$ cat config.mk
export PLATFORM = sky130hd
export DESIGN_NAME = seq_arith_unit
export DESIGN_NICKNAME = d
export VERILOG_FILES = /design/src/rtl/arith_pkg.sv /design/src/rtl/arith_div_core.sv /design/src/rtl/seq_arith_unit.sv
export SDC_FILE = /design/constraint.sdc
export NUM_CORES = 1
export LEC_CHECK = 0
export BUFFER_PORTS_ARGS = -buffer_cell sky130_fd_sc_hd__buf_2
export CAP_MARGIN = 20
export CORE_UTILIZATION = 54
export DETAILED_ROUTE_END_ITERATION = 12
export HOLD_SLACK_MARGIN = 0.12
export PLACE_DENSITY_LB_ADDON = 0.3
export SLEW_MARGIN = 20
export SYNTH_ARGS = -nofsm -noshare
export SYNTH_HDL_FRONTEND = slang
export SYNTH_SLANG_ARGS = --single-unit
$ cat constraint.sdc
create_clock -name clk -period 2.2 [get_ports clk]
set_input_delay 0.44 -clock clk [delete_from_list [all_inputs] [get_ports clk]]
set_output_delay 0.44 -clock clk [all_outputs]
set_load 0.01 [all_outputs]
$ cat src/rtl/arith_pkg.sv
// Shared types for the sequential arithmetic unit: operation codes, FSM states
// and a counter-width helper.
package arith_pkg;

    typedef enum logic [1:0] {
        OP_ADD = 2'd0,
        OP_SUB = 2'd1,
        OP_MUL = 2'd2,
        OP_DIV = 2'd3
    } op_t;

    typedef enum logic [2:0] {
        IDLE  = 3'd0,
        EXEC1 = 3'd1,
        MULT  = 3'd2,
        DIVD  = 3'd3,
        FIN   = 3'd4
    } state_t;

    // Bits needed for an iteration counter that must reach the value w.
    function automatic int cnt_width(input int w);
        return $clog2(w + 1);
    endfunction

endpackage

$ cat src/rtl/arith_div_core.sv
// W-iteration restoring divider: start latches the operands, busy stays high for
// W cycles, then q/r hold quotient and remainder. Divisor must be non-zero.
module arith_div_core
    import arith_pkg::*;
#(
    parameter int W = 7
) (
    input  logic         clk,
    input  logic         rst_n,
    input  logic         start,
    input  logic [W-1:0] dividend,
    input  logic [W-1:0] divisor,
    output logic         busy,
    output logic [W-1:0] q,
    output logic [W-1:0] r
);

    localparam int CW = cnt_width(W);

    logic [W-1:0]  quo_q, quo_d;
    logic [W-1:0]  rem_q, rem_d;
    logic [W-1:0]  dvs_q, dvs_d;
    logic [CW-1:0] cnt_q, cnt_d;
    logic          busy_q, busy_d;
    logic [W:0]    trial_s;
    logic [W:0]    diff_s;

    // One restoring step per cycle: shift the next dividend bit into the partial remainder.
    always_comb begin
        quo_d   = quo_q;
        rem_d   = rem_q;
        dvs_d   = dvs_q;
        cnt_d   = cnt_q;
        busy_d  = busy_q;
        trial_s = {rem_q, quo_q[W-1]};
        diff_s  = trial_s - {1'b0, dvs_q};
        if (start) begin
            quo_d  = dividend;
            rem_d  = {W{1'b0}};
            dvs_d  = divisor;
            cnt_d  = {CW{1'b0}};
            busy_d = 1'b1;
        end else if (busy_q) begin
            if (trial_s >= {1'b0, dvs_q}) begin
                rem_d = diff_s[W-1:0];
                quo_d = {quo_q[W-2:0], 1'b1};
            end else begin
                rem_d = trial_s[W-1:0];
                quo_d = {quo_q[W-2:0], 1'b0};
            end
            cnt_d  = cnt_q + CW'(1);
            busy_d = (cnt_q != CW'(W - 1));
        end else begin
            busy_d = 1'b0;
        end
    end

    // Divider state register with synchronous active-low reset.
    always_ff @(posedge clk) begin
        if (!rst_n) begin
            quo_q  <= {W{1'b0}};
            rem_q  <= {W{1'b0}};
            dvs_q  <= {W{1'b0}};
            cnt_q  <= {CW{1'b0}};
            busy_q <= 1'b0;
        end else begin
            quo_q  <= quo_d;
            rem_q  <= rem_d;
            dvs_q  <= dvs_d;
            cnt_q  <= cnt_d;
            busy_q <= busy_d;
        end
    end

    assign busy = busy_q;
    assign q    = quo_q;
    assign r    = rem_q;

endmodule

$ cat src/rtl/seq_arith_unit.sv
// Multi-cycle ADD/SUB/MUL/DIV unit with start/ready/done handshake and held results.
// Macro ARITH_DIV_EN enables the restoring divider; otherwise DIV reports err.
module seq_arith_unit
    import arith_pkg::*;
#(
    parameter int W = 7
) (
    input  logic           clk,
    input  logic           rst_n,
    input  logic           start,
    input  op_t            op,
    input  logic [W-1:0]   a,
    input  logic [W-1:0]   b,
    output logic           ready,
    output logic           done,
    output logic [2*W-1:0] result,
    output logic [W-1:0]   rem,
    output logic           neg,
    output logic           err
);

    localparam int CW = cnt_width(W);

    state_t         state_q, state_d;
    op_t            op_q, op_d;
    logic [W-1:0]   a_q, a_d;
    logic [W-1:0]   b_q, b_d;
    logic [2*W-1:0] acc_q, acc_d;
    logic [2*W-1:0] mcand_q, mcand_d;
    logic [W-1:0]   mplier_q, mplier_d;
    logic [CW-1:0]  cnt_q, cnt_d;
    logic [2*W-1:0] result_q, result_d;
    logic [W-1:0]   rem_q, rem_d;
    logic           neg_q, neg_d;
    logic           err_q, err_d;
    logic           ready_q, ready_d;
    logic           done_q, done_d;
    logic           accept_s;
    logic [W:0]     sum_s;
    logic [W-1:0]   diff_s;

`ifdef ARITH_DIV_EN
    logic           div_start_s;
    logic           div_busy_s;
    logic [W-1:0]   div_q_s;
    logic [W-1:0]   div_r_s;

    arith_div_core #(.W(W)) u_div (
        .clk      (clk),
        .rst_n    (rst_n),
        .start    (div_start_s),
        .dividend (a),
        .divisor  (b),
        .busy     (div_busy_s),
        .q        (div_q_s),
        .r        (div_r_s)
    );
`endif

    // Next-state, datapath and output-register logic for the operation FSM.
    always_comb begin
        state_d  = state_q;
        op_d     = op_q;
        a_d      = a_q;
        b_d      = b_q;
        acc_d    = acc_q;
        mcand_d  = mcand_q;
        mplier_d = mplier_q;
        cnt_d    = cnt_q;
        result_d = result_q;
        rem_d    = rem_q;
        neg_d    = neg_q;
        err_d    = err_q;
`ifdef ARITH_DIV_EN
        div_start_s = 1'b0;
`endif
        accept_s = start & ready_q;
        sum_s    = {1'b0, a_q} + {1'b0, b_q};
        diff_s   = (a_q >= b_q) ? (a_q - b_q) : (b_q - a_q);

        case (state_q)
            IDLE, FIN: begin
                if (accept_s) begin
                    op_d     = op;
                    a_d      = a;
                    b_d      = b;
                    acc_d    = {(2*W){1'b0}};
                    mcand_d  = {{W{1'b0}}, a};
                    mplier_d = b;
                    cnt_d    = {CW{1'b0}};
                    result_d = {(2*W){1'b0}};
                    rem_d    = {W{1'b0}};
                    neg_d    = 1'b0;
                    err_d    = 1'b0;
                    case (op)
                        OP_ADD:  state_d = EXEC1;
                        OP_SUB:  state_d = EXEC1;
                        OP_MUL:  state_d = MULT;
                        OP_DIV:  state_d = DIVD;
                        default: state_d = IDLE;
                    endcase
`ifdef ARITH_DIV_EN
                    div_start_s = (op == OP_DIV) && (b != {W{1'b0}});
`endif
                end else begin
                    state_d = IDLE;
                end
            end
            EXEC1: begin
                if (op_q == OP_SUB) begin
                    result_d = {{W{1'b0}}, diff_s};
                    neg_d    = (b_q > a_q);
                end else begin
                    result_d = {{(W-1){1'b0}}, sum_s};
                    neg_d    = 1'b0;
                end
                state_d = FIN;
            end
            MULT: begin
                // Extra cycle after the last partial product moves acc into result.
                if (cnt_q == CW'(W)) begin
                    result_d = acc_q;
                    state_d  = FIN;
                end else begin
                    if (mplier_q[0]) begin
                        acc_d = acc_q + mcand_q;
                    end else begin
                        acc_d = acc_q;
                    end
                    mcand_d  = mcand_q << 1;
                    mplier_d = mplier_q >> 1;
                    cnt_d    = cnt_q + CW'(1);
                end
            end
            DIVD: begin
`ifdef ARITH_DIV_EN
                if (b_q == {W{1'b0}}) begin
                    err_d   = 1'b1;
                    state_d = FIN;
                end else if (!div_busy_s) begin
                    result_d = {{W{1'b0}}, div_q_s};
                    rem_d    = div_r_s;
                    state_d  = FIN;
                end else begin
                    state_d = DIVD;
                end
`else
                err_d   = 1'b1;
                state_d = FIN;
`endif
            end
            default: begin
                state_d = IDLE;
            end
        endcase

        done_d  = (state_d == FIN);
        ready_d = (state_d == IDLE) || (state_d == FIN);
    end

    // Control and result registers with synchronous active-low reset.
    always_ff @(posedge clk) begin
        if (!rst_n) begin
            state_q  <= IDLE;
            op_q     <= OP_ADD;
            a_q      <= {W{1'b0}};
            b_q      <= {W{1'b0}};
            acc_q    <= {(2*W){1'b0}};
            mcand_q  <= {(2*W){1'b0}};
            mplier_q <= {W{1'b0}};
            cnt_q    <= {CW{1'b0}};
            result_q <= {(2*W){1'b0}};
            rem_q    <= {W{1'b0}};
            neg_q    <= 1'b0;
            err_q    <= 1'b0;
            ready_q  <= 1'b1;
            done_q   <= 1'b0;
        end else begin
            state_q  <= state_d;
            op_q     <= op_d;
            a_q      <= a_d;
            b_q      <= b_d;
            acc_q    <= acc_d;
            mcand_q  <= mcand_d;
            mplier_q <= mplier_d;
            cnt_q    <= cnt_d;
            result_q <= result_d;
            rem_q    <= rem_d;
            neg_q    <= neg_d;
            err_q    <= err_d;
            ready_q  <= ready_d;
            done_q   <= done_d;
        end
    end

    assign ready  = ready_q;
    assign done   = done_q;
    assign result = result_q;
    assign rem    = rem_q;
    assign neg    = neg_q;
    assign err    = err_q;

endmodule

==> results of run 1 <==
[timing repair]
item,4_1_cts,5_1_grt
setup buffers,6,3
endpoints found under the hold margin,0,0
gates resized for setup,36,44
pin swaps,17,28
endpoints found under the setup margin,7,12
[placed cells by master (no fill, tap or decap), types with 3 or more instances in the layout]
cell type,n
mux2i_1,4
xnor2_1,8
conb_1,7
buf_2,36
inv_2,6
ha_4,13
nor2_1,37
xor2_1,6
nor2b_1,6
ha_1,22
a21oi_4,3
o211ai_1,3
a21oi_1,54
dfxtp_1,58
and2_1,3
a22oi_1,9
mux2_4,5
inv_1,23
o21ai_0,17
buf_6,5
nand2_1,93
a311oi_1,11
or3_1,3
o21a_1,6
a21oi_2,7
nand3_1,23
a21o_1,6
dfxtp_4,3
o21bai_1,4
dfxtp_2,14
clkbuf_8,9
nor3_1,7
o21ai_1,3
buf_4,61
[worst paths after layout]
kind	from	endpoint
worst min-delay path	op[0]	op_q[0]$_SDFFE_PN0P_
worst min register to register	result[13]$_SDFFE_PN0P_	result[13]$_SDFFE_PN0P_
worst max register to register	a_q[3]$_SDFFE_PN0P_	result[3]$_SDFFE_PN0P_
worst max-delay path	a_q[3]$_SDFFE_PN0P_	result[3]$_SDFFE_PN0P_
[metrics by stage]
stage	instance area, um^2	worst slack (ns)
after global routing	5670	-0.170
after global placement	5010	-0.166
after floorplan	4440	-0.0591
after detailed placement	5010	-0.210
final	5670	-0.0565
after CTS	5450	-0.0113
[sequential cells by signal, indices dropped and copies added, names as in the netlist]
name      count
op_q          2
acc_q        14
b_q           7
err           1
result       14
mcand_q      14
cnt_q         3
neg           1
mplier_q      7
done          1
ready         1
a_q           7
state_q       3
[worst reg2reg max path: stages, from the launching register on]
cell	delay, ns
dfxtp_2	0.34
inv_1	0.08
ha_4	0.28
nand4_4	0.11
or3_1	0.39
a32oi_1	0.25
buf_4	0.16
mux2i_1	0.09
xnor2_1	0.21
a2bb2oi_2	0.16
a21oi_1	0.07
[cell type report]
type | instances | area [um^2]
Multi-Input combinational cell | 411 | 2950
Clock inverter | 7 | 101
Inverter | 29 | 109
Fill cell | 592 | 2130
Timing Repair Buffer | 104 | 734
Tap cell | 102 | 128
Clock buffer | 9 | 124
Sequential cell | 75 | 1530
[metal layers]
metal | part of all wire, % | up-vias
met5 | 0 | -
met2 | 48 | 173
met3 | 6.3 | 29
met1 | 44 | 1999
li1 | - | 2060
met4 | 2.0 | 0
[power groups by stage]
stage	clock network [mW]	logic [mW]	registers [mW]
3_3_place_gp	0	0.972	1.53
3_5_place_dp	0	0.994	1.53
4_1_cts	1.20	1.09	1.51
6_report	1.19	1.22	1.51
5_1_grt	1.26	1.32	1.52
2_1_floorplan	0	0.633	1.53
[logic make-up after synthesis]
kind of cell    Yosys count  synth area share (%)
buf+inv                  69                  7.02
other cells               1                0.0852
mux                      10                  2.59
flops                    75                  34.1
xor+xnor                 16                  3.19
simple gates            192                  19.6
compound gates          146                  21.4
fa+ha+maj                40                  12.1
==> run metrics, run 1 <==
crit path time final=2.26 ns; Combinational Power Share=31.0%; clock skew=0.00917 ns; RSZ-0062 raised after global routing=yes; CP peak stage delay=0.39 ns; Int Pwr=2.67 mW; hold buffer count at cts=0; Final #Nets=689; outcome=complete, but fails checks; drt pass-1 iters=5; H-tree Lvls=3; gr usage total=29.3%; Yosys top cell by area=dfxtp_1; Area Overhead vs Synth=29.0%; clk_lat worst skew=0.36 ns; Synth area leaders=dfxtp_1 (34%), ha_1 (10%), nand2_1 (7.9%); Pins Over Slew Limit=0; Placer Congestion=0.884; vias in the first global route=4020; ANT nets after route=0; met1 Usage GRT=38.0%; crit path max fanout=4; Clock Path Buffers=2; switch share=31.9%; TritonCTS Sinks=75; core area=0.00781 mm^2; Placed Cells=712; Synth Cell Area=0.00440 mm^2; yosys warns=0; CP arrival=2.51 ns; final WL=12200 um; busiest layer in global routing=met2; die height=92.3 um; leakage power=2.43 nW; Min-Delay Path Class=input port to flop; Hold Slack=0.323 ns; ys async rst share=0%; R2R depth=10; fin crit share=103%; Worst VDD drop=505 uV; hold depth=3; CP Capture Type=flop; Die Span X=92.3 um; share of post-route cells with drive strength above 1=30.1%; post-DP HPWL=8690 um; most numerous cell in the Yosys netlist=nand2_1; TritonCTS clock tree=done; failing checks=setup timing; dominant synthesized flop cell=dfxtp_1; wire per inst=16.6 um; number of flops mapped to enable cells by yosys=0; flops & latches, synth=75; Final Util=72.7%; Crit path depth=10; Top delay family on crit path=simple AND/OR/NAND/NOR gates; Net Sw Power=1.25 mW; row cnt=32; total power draw=3.92 mW; Starting Density=56.3%; vias post-DR=4261; final setup margin=-0.0565 ns; Die ar.=0.00851 mm^2; setup_tns=-0.114 ns; Reg power frac=38.5%; max_slew headroom=55.6%; IO Port Bufs=36; Synth top area share=34.1%; r2r setup slk=-0.06 ns; Setup Viol. Count Final=3; Post-Syn Instances=549; Netlist cell types=58; max frequency=443 MHz; initial antenna violation count=0; worst path bufs/invs=2; syn avg cell area=8.01 um^2; boundary pin count=44; Post-synth top cells=nand2_1 (93), dfxtp_1 (75), a21oi_1 (64); GRT overflow=0; Setup crit start kind=flop; met3 global-route usage=6.47%; M2 GR Usage=48.8%; 1st-iter DRT viols=270; Setup CP Type=flop to flop; CP max-delay cell=or3_1; Clock Power Share=30.4%; endpoints failing hold=0; Via density=5.78; max cap viols=0; worst slew pin tran=0.664 ns; first-pass GRT wire length=19400 um; CTS root buffer=clkbuf_8; Finished Layout Cells=737; number of remaining DRC errors=0; total CTS buffers=9; clk slew on worst S/H paths=0.08 ns; Power Density=691 mW/mm^2; sequential share of the synthesized area=34.1%; pin count of the biggest net entering global routing=63; diode count=0; Crit path required time=2.45 ns; critical path cell sequence=inv_1 -> ha_4 -> nand4_4 -> or3_1 -> a32oi_1 -> buf_4 -> mux2i_1 -> xnor2_1 -> a2bb2oi_2 -> a21oi_1
No activity file was read; power rests on OpenSTA's default activity.
==> inputs of run 2 (changes only) <==
--- a/config.mk
+++ b/config.mk
@@ -7,7 +7,8 @@
 export LEC_CHECK = 0
 export BUFFER_PORTS_ARGS = -buffer_cell sky130_fd_sc_hd__buf_2
 export CAP_MARGIN = 20
-export CORE_UTILIZATION = 54
+export CORE_UTILIZATION = 56
+export CTS_BUF_LIST = sky130_fd_sc_hd__clkbuf_8
 export DETAILED_ROUTE_END_ITERATION = 12
 export HOLD_SLACK_MARGIN = 0.12
 export PLACE_DENSITY_LB_ADDON = 0.3
==> run 2 against run 1 <==
Effect of this change: the flow still finishes with violations (setup timing); design area fell by 3.8%; critical path depth fell by 1; cell count fell by 2.4%; highest routed layer unchanged; combinational power fell by 9.8%; worst hold slack got worse by 0.0028 ns; utilization rose by 0.99 points; critical endpoint is now result[5]$_SDFFE_PN0P_; routed wire length fell by 0.80%; power fell by 6.1%; die area fell by 3.5%; register-to-register slack barely moved; flip-flop and latch count did not move; maximum frequency fell by 0.34%.
==> run metrics, run 2 (synthesis gave the netlist of run 1 again) <==
crit path max fanout=3 (was 4); Min-Delay Path Class=input port to flop (unchanged); RR Startpoint=a_q[4]$_SDFFE_PN0P_ (was a_q[3]$_SDFFE_PN0P_); GRT overflow=0 (unchanged); Finished Layout Cells=719 (was 737); wire per inst=16.9 um (was 16.6 um); row cnt=31 (was 32); Crit path required time=2.45 ns (about the same); crit path time final=2.26 ns (about the same); CP arrival=2.51 ns (about the same); initial antenna violation count=1 (was 0); RSZ-0062 raised after global routing=yes (unchanged); Top delay family on crit path=compound AO/OA/AOI/OAI gates (was simple AND/OR/NAND/NOR gates); ANT nets after route=0 (unchanged); first-pass GRT wire length=19000 um (was 19400 um); WHS Endpoint=op_q[0]$_SDFFE_PN0P_ (unchanged); max cap viols=0 (unchanged); pin count of the biggest net entering global routing=42 (was 63); clock skew=0.00814 ns (was 0.00917 ns); most used cell, CP=mux2_4; Die Span X=90.6 um (was 92.3 um); fin crit share=103% (about the same); clk slew on worst S/H paths=0.08 ns (about the same); total power draw=3.68 mW (was 3.92 mW); hold depth=3 (unchanged); max frequency=442 MHz (was 443 MHz); FILL cells=558 (was 592); clk_lat worst skew=0.36 ns (about the same); leakage power=2.32 nW (was 2.43 nW); worst slew pin tran=0.609 ns (was 0.664 ns); TritonCTS clock tree=done (unchanged); TritonCTS Sinks=75 (unchanged); final instance area=0.00546 mm^2 (was 0.00567 mm^2); failing checks=setup timing (unchanged); vias post-DR=4280 (was 4261); critical path cell sequence=buf_4 -> ha_2 -> a21oi_4 -> o21a_1 -> o31a_1 -> mux2_4 -> mux2_4 -> a211oi_2 -> o21ai_1 (was inv_1 -> ha_4 -> nand4_4 -> or3_1 -> a32oi_1 -> buf_4 -> mux2i_1 -> xnor2_1 -> a2bb2oi_2 -> a21oi_1); Area Overhead vs Synth=24.1% (was 29.0%); Setup crit start kind=flop (unchanged); CP max-delay cell=dfxtp_2 (was or3_1); share of post-route cells with drive strength above 1=27.9% (was 30.1%); CP Capture Type=flop (unchanged); max_slew headroom=59.3% (was 55.6%); Reg-to-Reg End=result[5]$_SDFFE_PN0P_ (was result[3]$_SDFFE_PN0P_); commonest non-fill, non-tap cell in the layout=nand2_1 (unchanged); Setup CP Type=flop to flop (unchanged); Worst VDD drop=457 uV (was 505 uV); post-DP HPWL=8320 um (was 8690 um); diode count=0 (unchanged); Placer Congestion=0.953 (was 0.884); CTS root buffer=clkbuf_8 (unchanged); R2R depth=9 (was 10); Final #Nets=675 (was 689); Starting Density=59.4% (was 56.3%); Pins Over Slew Limit=0 (unchanged); total CTS buffers=9 (unchanged); worst path bufs/invs=1 (was 2); Power Density=675 mW/mm^2 (was 691 mW/mm^2); area of the multi-input gates=0.00289 mm^2 (was 0.00295 mm^2); gr usage total=29.3% (about the same); IO Port Bufs=36 (unchanged); die height=90.6 um (was 92.3 um); vias in the first global route=3987 (was 4020); drt pass-1 iters=6 (was 5); core area=0.00741 mm^2 (was 0.00781 mm^2); number of remaining DRC errors=0 (unchanged); Post-Place Cell Area=0.00495 mm^2 (was 0.00501 mm^2); outcome=complete, but fails checks (unchanged); Setup Viol. Count Final=4 (was 3); Reg area=0.00153 mm^2 (about the same); Via density=5.95 (was 5.78); hold_sp=op[0] (unchanged); final WL=12100 um (was 12200 um); H-tree Lvls=3 (unchanged); Die ar.=0.00821 mm^2 (was 0.00851 mm^2); endpoints failing hold=0 (unchanged); CP peak stage delay=0.34 ns (was 0.39 ns); Placed Cells=701 (was 712); most frequent cells in the layout=nand2_1 (93), dfxtp_1 (57), a21oi_1 (56), buf_4 (51), nor2_1 (37) (was nand2_1 (93), buf_4 (61), dfxtp_1 (58), a21oi_1 (54), nor2_1 (37)); Clock Path Buffers=2 (unchanged); r2r setup slk=-0.06 ns (about the same); 1st-iter DRT viols=375 (was 270); final setup margin=-0.0641 ns (was -0.0565 ns); boundary pin count=44 (unchanged); hold buffer count at cts=0 (unchanged)
run 2: routing by layer:
layer  track usage, %  part of all wire (%)
met2             48.0                    47
met4             10.3                   2.2
met3             6.65                   7.8
met5                0                     0
met1             37.7                    43
run 2: timing repair:
item | in CTS | in global routing
setup endpoints to repair | 10 | 13
setup buffers | 4 | 0
pin swaps | 14 | 17
gates resized for setup | 33 | 35
run 2: per-stage QoR:
step	hold WS, ns	util (%)	worst slack [ns]	setup TNS (ns)
6_report	0.321	73.7	-0.0641	-0.155
5_1_grt	0.328	73.7	-0.130	-0.685
4_1_cts	0.318	71.9	0.0107	0
3_5_place_dp	0.442	66.8	-0.124	-0.344
3_3_place_gp	0.435	66.8	-0.0785	-0.186
2_1_floorplan	0.432	-	-0.0591	-0.0636
run 2: worst register-to-register path, stage by stage, from the launching register on:
cell	delay (ns)
dfxtp_2	0.34
buf_4	0.14
ha_2	0.21
a21oi_4	0.15
o21a_1	0.18
o31a_1	0.24
mux2_4	0.33
mux2_4	0.31
a211oi_2	0.17
o21ai_1	0.09
run 2: worst max path at each step:
stage | startpoint | end | slack [ns] | cells past startpoint
finish | a_q[4]$_SDFFE_PN0P_ | result[5]$_SDFFE_PN0P_ | -0.06 | 9
global route | b_q[5]$_SDFFE_PN0P_ | result[5]$_SDFFE_PN0P_ | -0.13 | 9
CTS | acc_q[3]$_SDFFE_PN0P_ | acc_q[13]$_SDFFE_PN0P_ | 0.01 | 8
detailed placement | a_q[0]$_SDFFE_PN0P_ | result[5]$_SDFFE_PN0P_ | -0.12 | 9
global placement | a_q[0]$_SDFFE_PN0P_ | result[5]$_SDFFE_PN0P_ | -0.08 | 9
floorplan | a_q[4]$_SDFFE_PN0P_ | result[5]$_SDFFE_PN0P_ | -0.06 | 11
run 2: report_power, final:
group | internal (mW) | total [mW] | switching (mW)
Clock | 0.519 | 1.07 | 0.551
Sequential | 1.44 | 1.52 | 0.0722
Combinational | 0.499 | 1.10 | 0.600
run 2: layout make-up:
cell class | count | area share, %
tap | 99 | 2.27
clock buffer | 9 | 2.27
inverter | 29 | 1.99
clock inverter | 6 | 1.19
timing repair buffer | 90 | 11.3
multi-input combinational | 411 | 53.0
sequential | 75 | 28.1
==> inputs of run 3 (changes only) <==
--- a/config.mk
+++ b/config.mk
@@ -12,6 +12,7 @@
 export DETAILED_ROUTE_END_ITERATION = 12
 export HOLD_SLACK_MARGIN = 0.12
 export PLACE_DENSITY_LB_ADDON = 0.3
+export SETUP_SLACK_MARGIN = 0.5
 export SLEW_MARGIN = 20
 export SYNTH_ARGS = -nofsm -noshare
 export SYNTH_HDL_FRONTEND = slang
==> run 3 against run 2 <==
Effect of this change: the flow still finishes with violations (setup timing); die area unchanged; critical endpoint is now acc_q[13]$_SDFFE_PN0P_; power rose by 8.0%; worst setup slack got worse by 0.14 ns; largest cell class unchanged; clock skew about the same; non-clock buffer count increased by 28; global-route usage rose by 1.3 points; cell count increased by 4.0%; flip-flop and latch count stayed put; critical path depth down 1; register-to-register slack got worse by 0.14 ns; via count increased by 11%.
==> run metrics, run 3 (synthesis gave the netlist of run 1 again) <==
Die ar.=0.00821 mm^2 (unchanged); 1st-iter DRT viols=515 (was 375); Placer Congestion=0.933 (was 0.953); H-tree Lvls=3 (unchanged); GRT overflow=0 (unchanged); wire per inst=20.8 um (was 16.9 um); outcome=complete, but fails checks (unchanged); CTS root buffer=clkbuf_8 (unchanged); pin count of the biggest net entering global routing=55 (was 42); Die Span X=90.6 um (unchanged); gr usage total=30.6% (was 29.3%); R2R depth=8 (was 9); final instance area=0.00628 mm^2 (was 0.00546 mm^2); total CTS buffers=9 (unchanged); Post-Place Cell Area=0.00500 mm^2 (was 0.00495 mm^2); CP arrival=2.66 ns (was 2.51 ns); ANT nets after route=0 (unchanged); IO Port Bufs=36 (unchanged); Clock Path Buffers=2 (unchanged); Worst VDD drop=510 uV (was 457 uV); Power Density=633 mW/mm^2 (was 675 mW/mm^2); max_slew headroom=60.9% (was 59.3%); max frequency=416 MHz (was 442 MHz); number of remaining DRC errors=0 (unchanged); fin crit share=109% (was 103%); most frequent cells in the layout=nand2_1 (91), buf_4 (58), dfxtp_1 (49), a21oi_1 (41), buf_2 (36) (was nand2_1 (93), dfxtp_1 (57), a21oi_1 (56), buf_4 (51), nor2_1 (37)); worst slew pin tran=0.584 ns (was 0.609 ns); Setup Viol. Count Final=7 (was 4); clk slew on worst S/H paths=0.09 ns (was 0.08 ns); commonest non-fill, non-tap cell in the layout=nand2_1 (unchanged); final WL=15600 um (was 12100 um); clk_lat worst skew=0.36 ns (about the same); vias post-DR=4752 (was 4280); FILL cells=354 (was 558); Via density=6.35 (was 5.95); crit path time final=2.40 ns (was 2.26 ns); leakage power=2.54 nW (was 2.32 nW); first-pass GRT wire length=20100 um (was 19000 um); drt pass-1 iters=6 (unchanged); TritonCTS clock tree=done (unchanged); TritonCTS Sinks=75 (unchanged); Setup CP Type=flop to flop (unchanged); initial antenna violation count=0 (was 1); share of post-route cells with drive strength above 1=43.8% (was 27.9%); Area Overhead vs Synth=42.8% (was 24.1%); row cnt=31 (unchanged); failing checks=setup timing (unchanged); final setup margin=-0.203 ns (was -0.0641 ns); vias in the first global route=4141 (was 3987); Final Util=84.8% (was 73.7%); post-DP HPWL=8340 um (was 8320 um); crit path max fanout=6 (was 3); Final #Nets=703 (was 675); diode count=0 (unchanged); die height=90.6 um (unchanged); Starting Density=59.4% (unchanged); CP Capture Type=flop (unchanged); hold buffer count at cts=0 (unchanged); Min-Delay Path Class=input port to flop (unchanged); clock skew=0.00792 ns (was 0.00814 ns); max cap viols=0 (unchanged); hold depth=3 (unchanged); RSZ-0062 raised after global routing=yes (unchanged); boundary pin count=44 (unchanged); endpoints failing hold=0 (unchanged); Setup crit start kind=flop (unchanged); core area=0.00741 mm^2 (unchanged); Pins Over Slew Limit=0 (unchanged); Crit path required time=2.46 ns (was 2.45 ns)
[run 3: changes by cell type in the layout (fill, tap and decap cells not counted), moves of 7 or more]
cell | previous run | this run
ha_4 | 12 | 20
dfxtp_1 | 57 | 49
a22oi_1 | 9 | 2
a22oi_2 | 0 | 7
nor2_1 | 37 | 22
a21oi_2 | 5 | 18
nor2_4 | 0 | 15
a21oi_1 | 56 | 41
buf_4 | 51 | 58
ha_1 | 21 | 12
buf_6 | 1 | 19
[run 3: per-stage QoR]
step | hold slack (ns) | instances | power (mW) | TNS [ns] | setup WS, ns
6_report | 0.323 | 748 | 3.98 | -0.506 | -0.203
2_1_floorplan | 0.432 | 555 | 2.21 | -0.0636 | -0.0590
5_1_grt | 0.332 | 748 | 4.11 | -0.991 | -0.250
3_5_place_dp | 0.442 | 690 | 2.48 | -0.378 | -0.128
3_3_place_gp | 0.435 | 690 | 2.46 | -0.101 | -0.0693
4_1_cts | 0.324 | 728 | 3.55 | 0 | 0.0267
[run 3: area by class of cell]
type / instances / area, um^2 / area share, %
Multi-Input combinational cell: 411 / 3370 / 53.6
Timing Repair Buffer: 118 / 950 / 15.1
Clock buffer: 9 / 124 / 1.97
Tap cell: 99 / 124 / 1.97
Inverter: 29 / 114 / 1.81
Clock inverter: 7 / 45.0 / 0.717
Sequential cell: 75 / 1560 / 24.8
[run 3: routing by layer]
metal / up-vias / GRT usage [%] / wire length, um / share of wire [%]
met5: - / 0 / 0 / 0
met4: 0 / 12.8 / 858 / 5.5
met3: 96 / 4.88 / 1400 / 8.9
met2: 333 / 49.6 / 7280 / 47
met1: 2229 / 40.4 / 6060 / 39
li1: 2094 / - / - / -
[run 3: critical path, stage by stage (launching register included)]
cell     delay (ns)
dfxtp_1        0.37
ha_1           0.43
o21a_1         0.24
o21ai_0        0.31
nand2_1        0.14
o21ai_0        0.15
o21ai_0        0.19
and3_1         0.21
a311o_1        0.26
[run 3: where the power goes]
part | switching, mW | internal [mW] | total (mW)
sequential | 0.110 | 1.44 | 1.55
combinational | 0.755 | 0.701 | 1.46
clock | 0.564 | 0.406 | 0.970
[run 3: what timing repair did]
item | CTS | global route
pin swaps | 35 | 62
hold endpoints to repair | 0 | 0
gates cloned | 2 | 3
gates resized for setup | 64 | 124
setup buffers | 20 | 17
setup endpoints to repair | 47 | 49
[run 3: worst paths after layout]
kind              slack [ns]                    start                 endpoint
setup / recovery       -0.20    acc_q[9]$_SDFFE_PN0P_   acc_q[13]$_SDFFE_PN0P_
hold / removal          0.32                     b[2]      b_q[2]$_SDFFE_PN0P_
setup reg to reg       -0.20    acc_q[9]$_SDFFE_PN0P_   acc_q[13]$_SDFFE_PN0P_
hold reg to reg         0.45  result[11]$_SDFFE_PN0P_  result[11]$_SDFFE_PN0P_
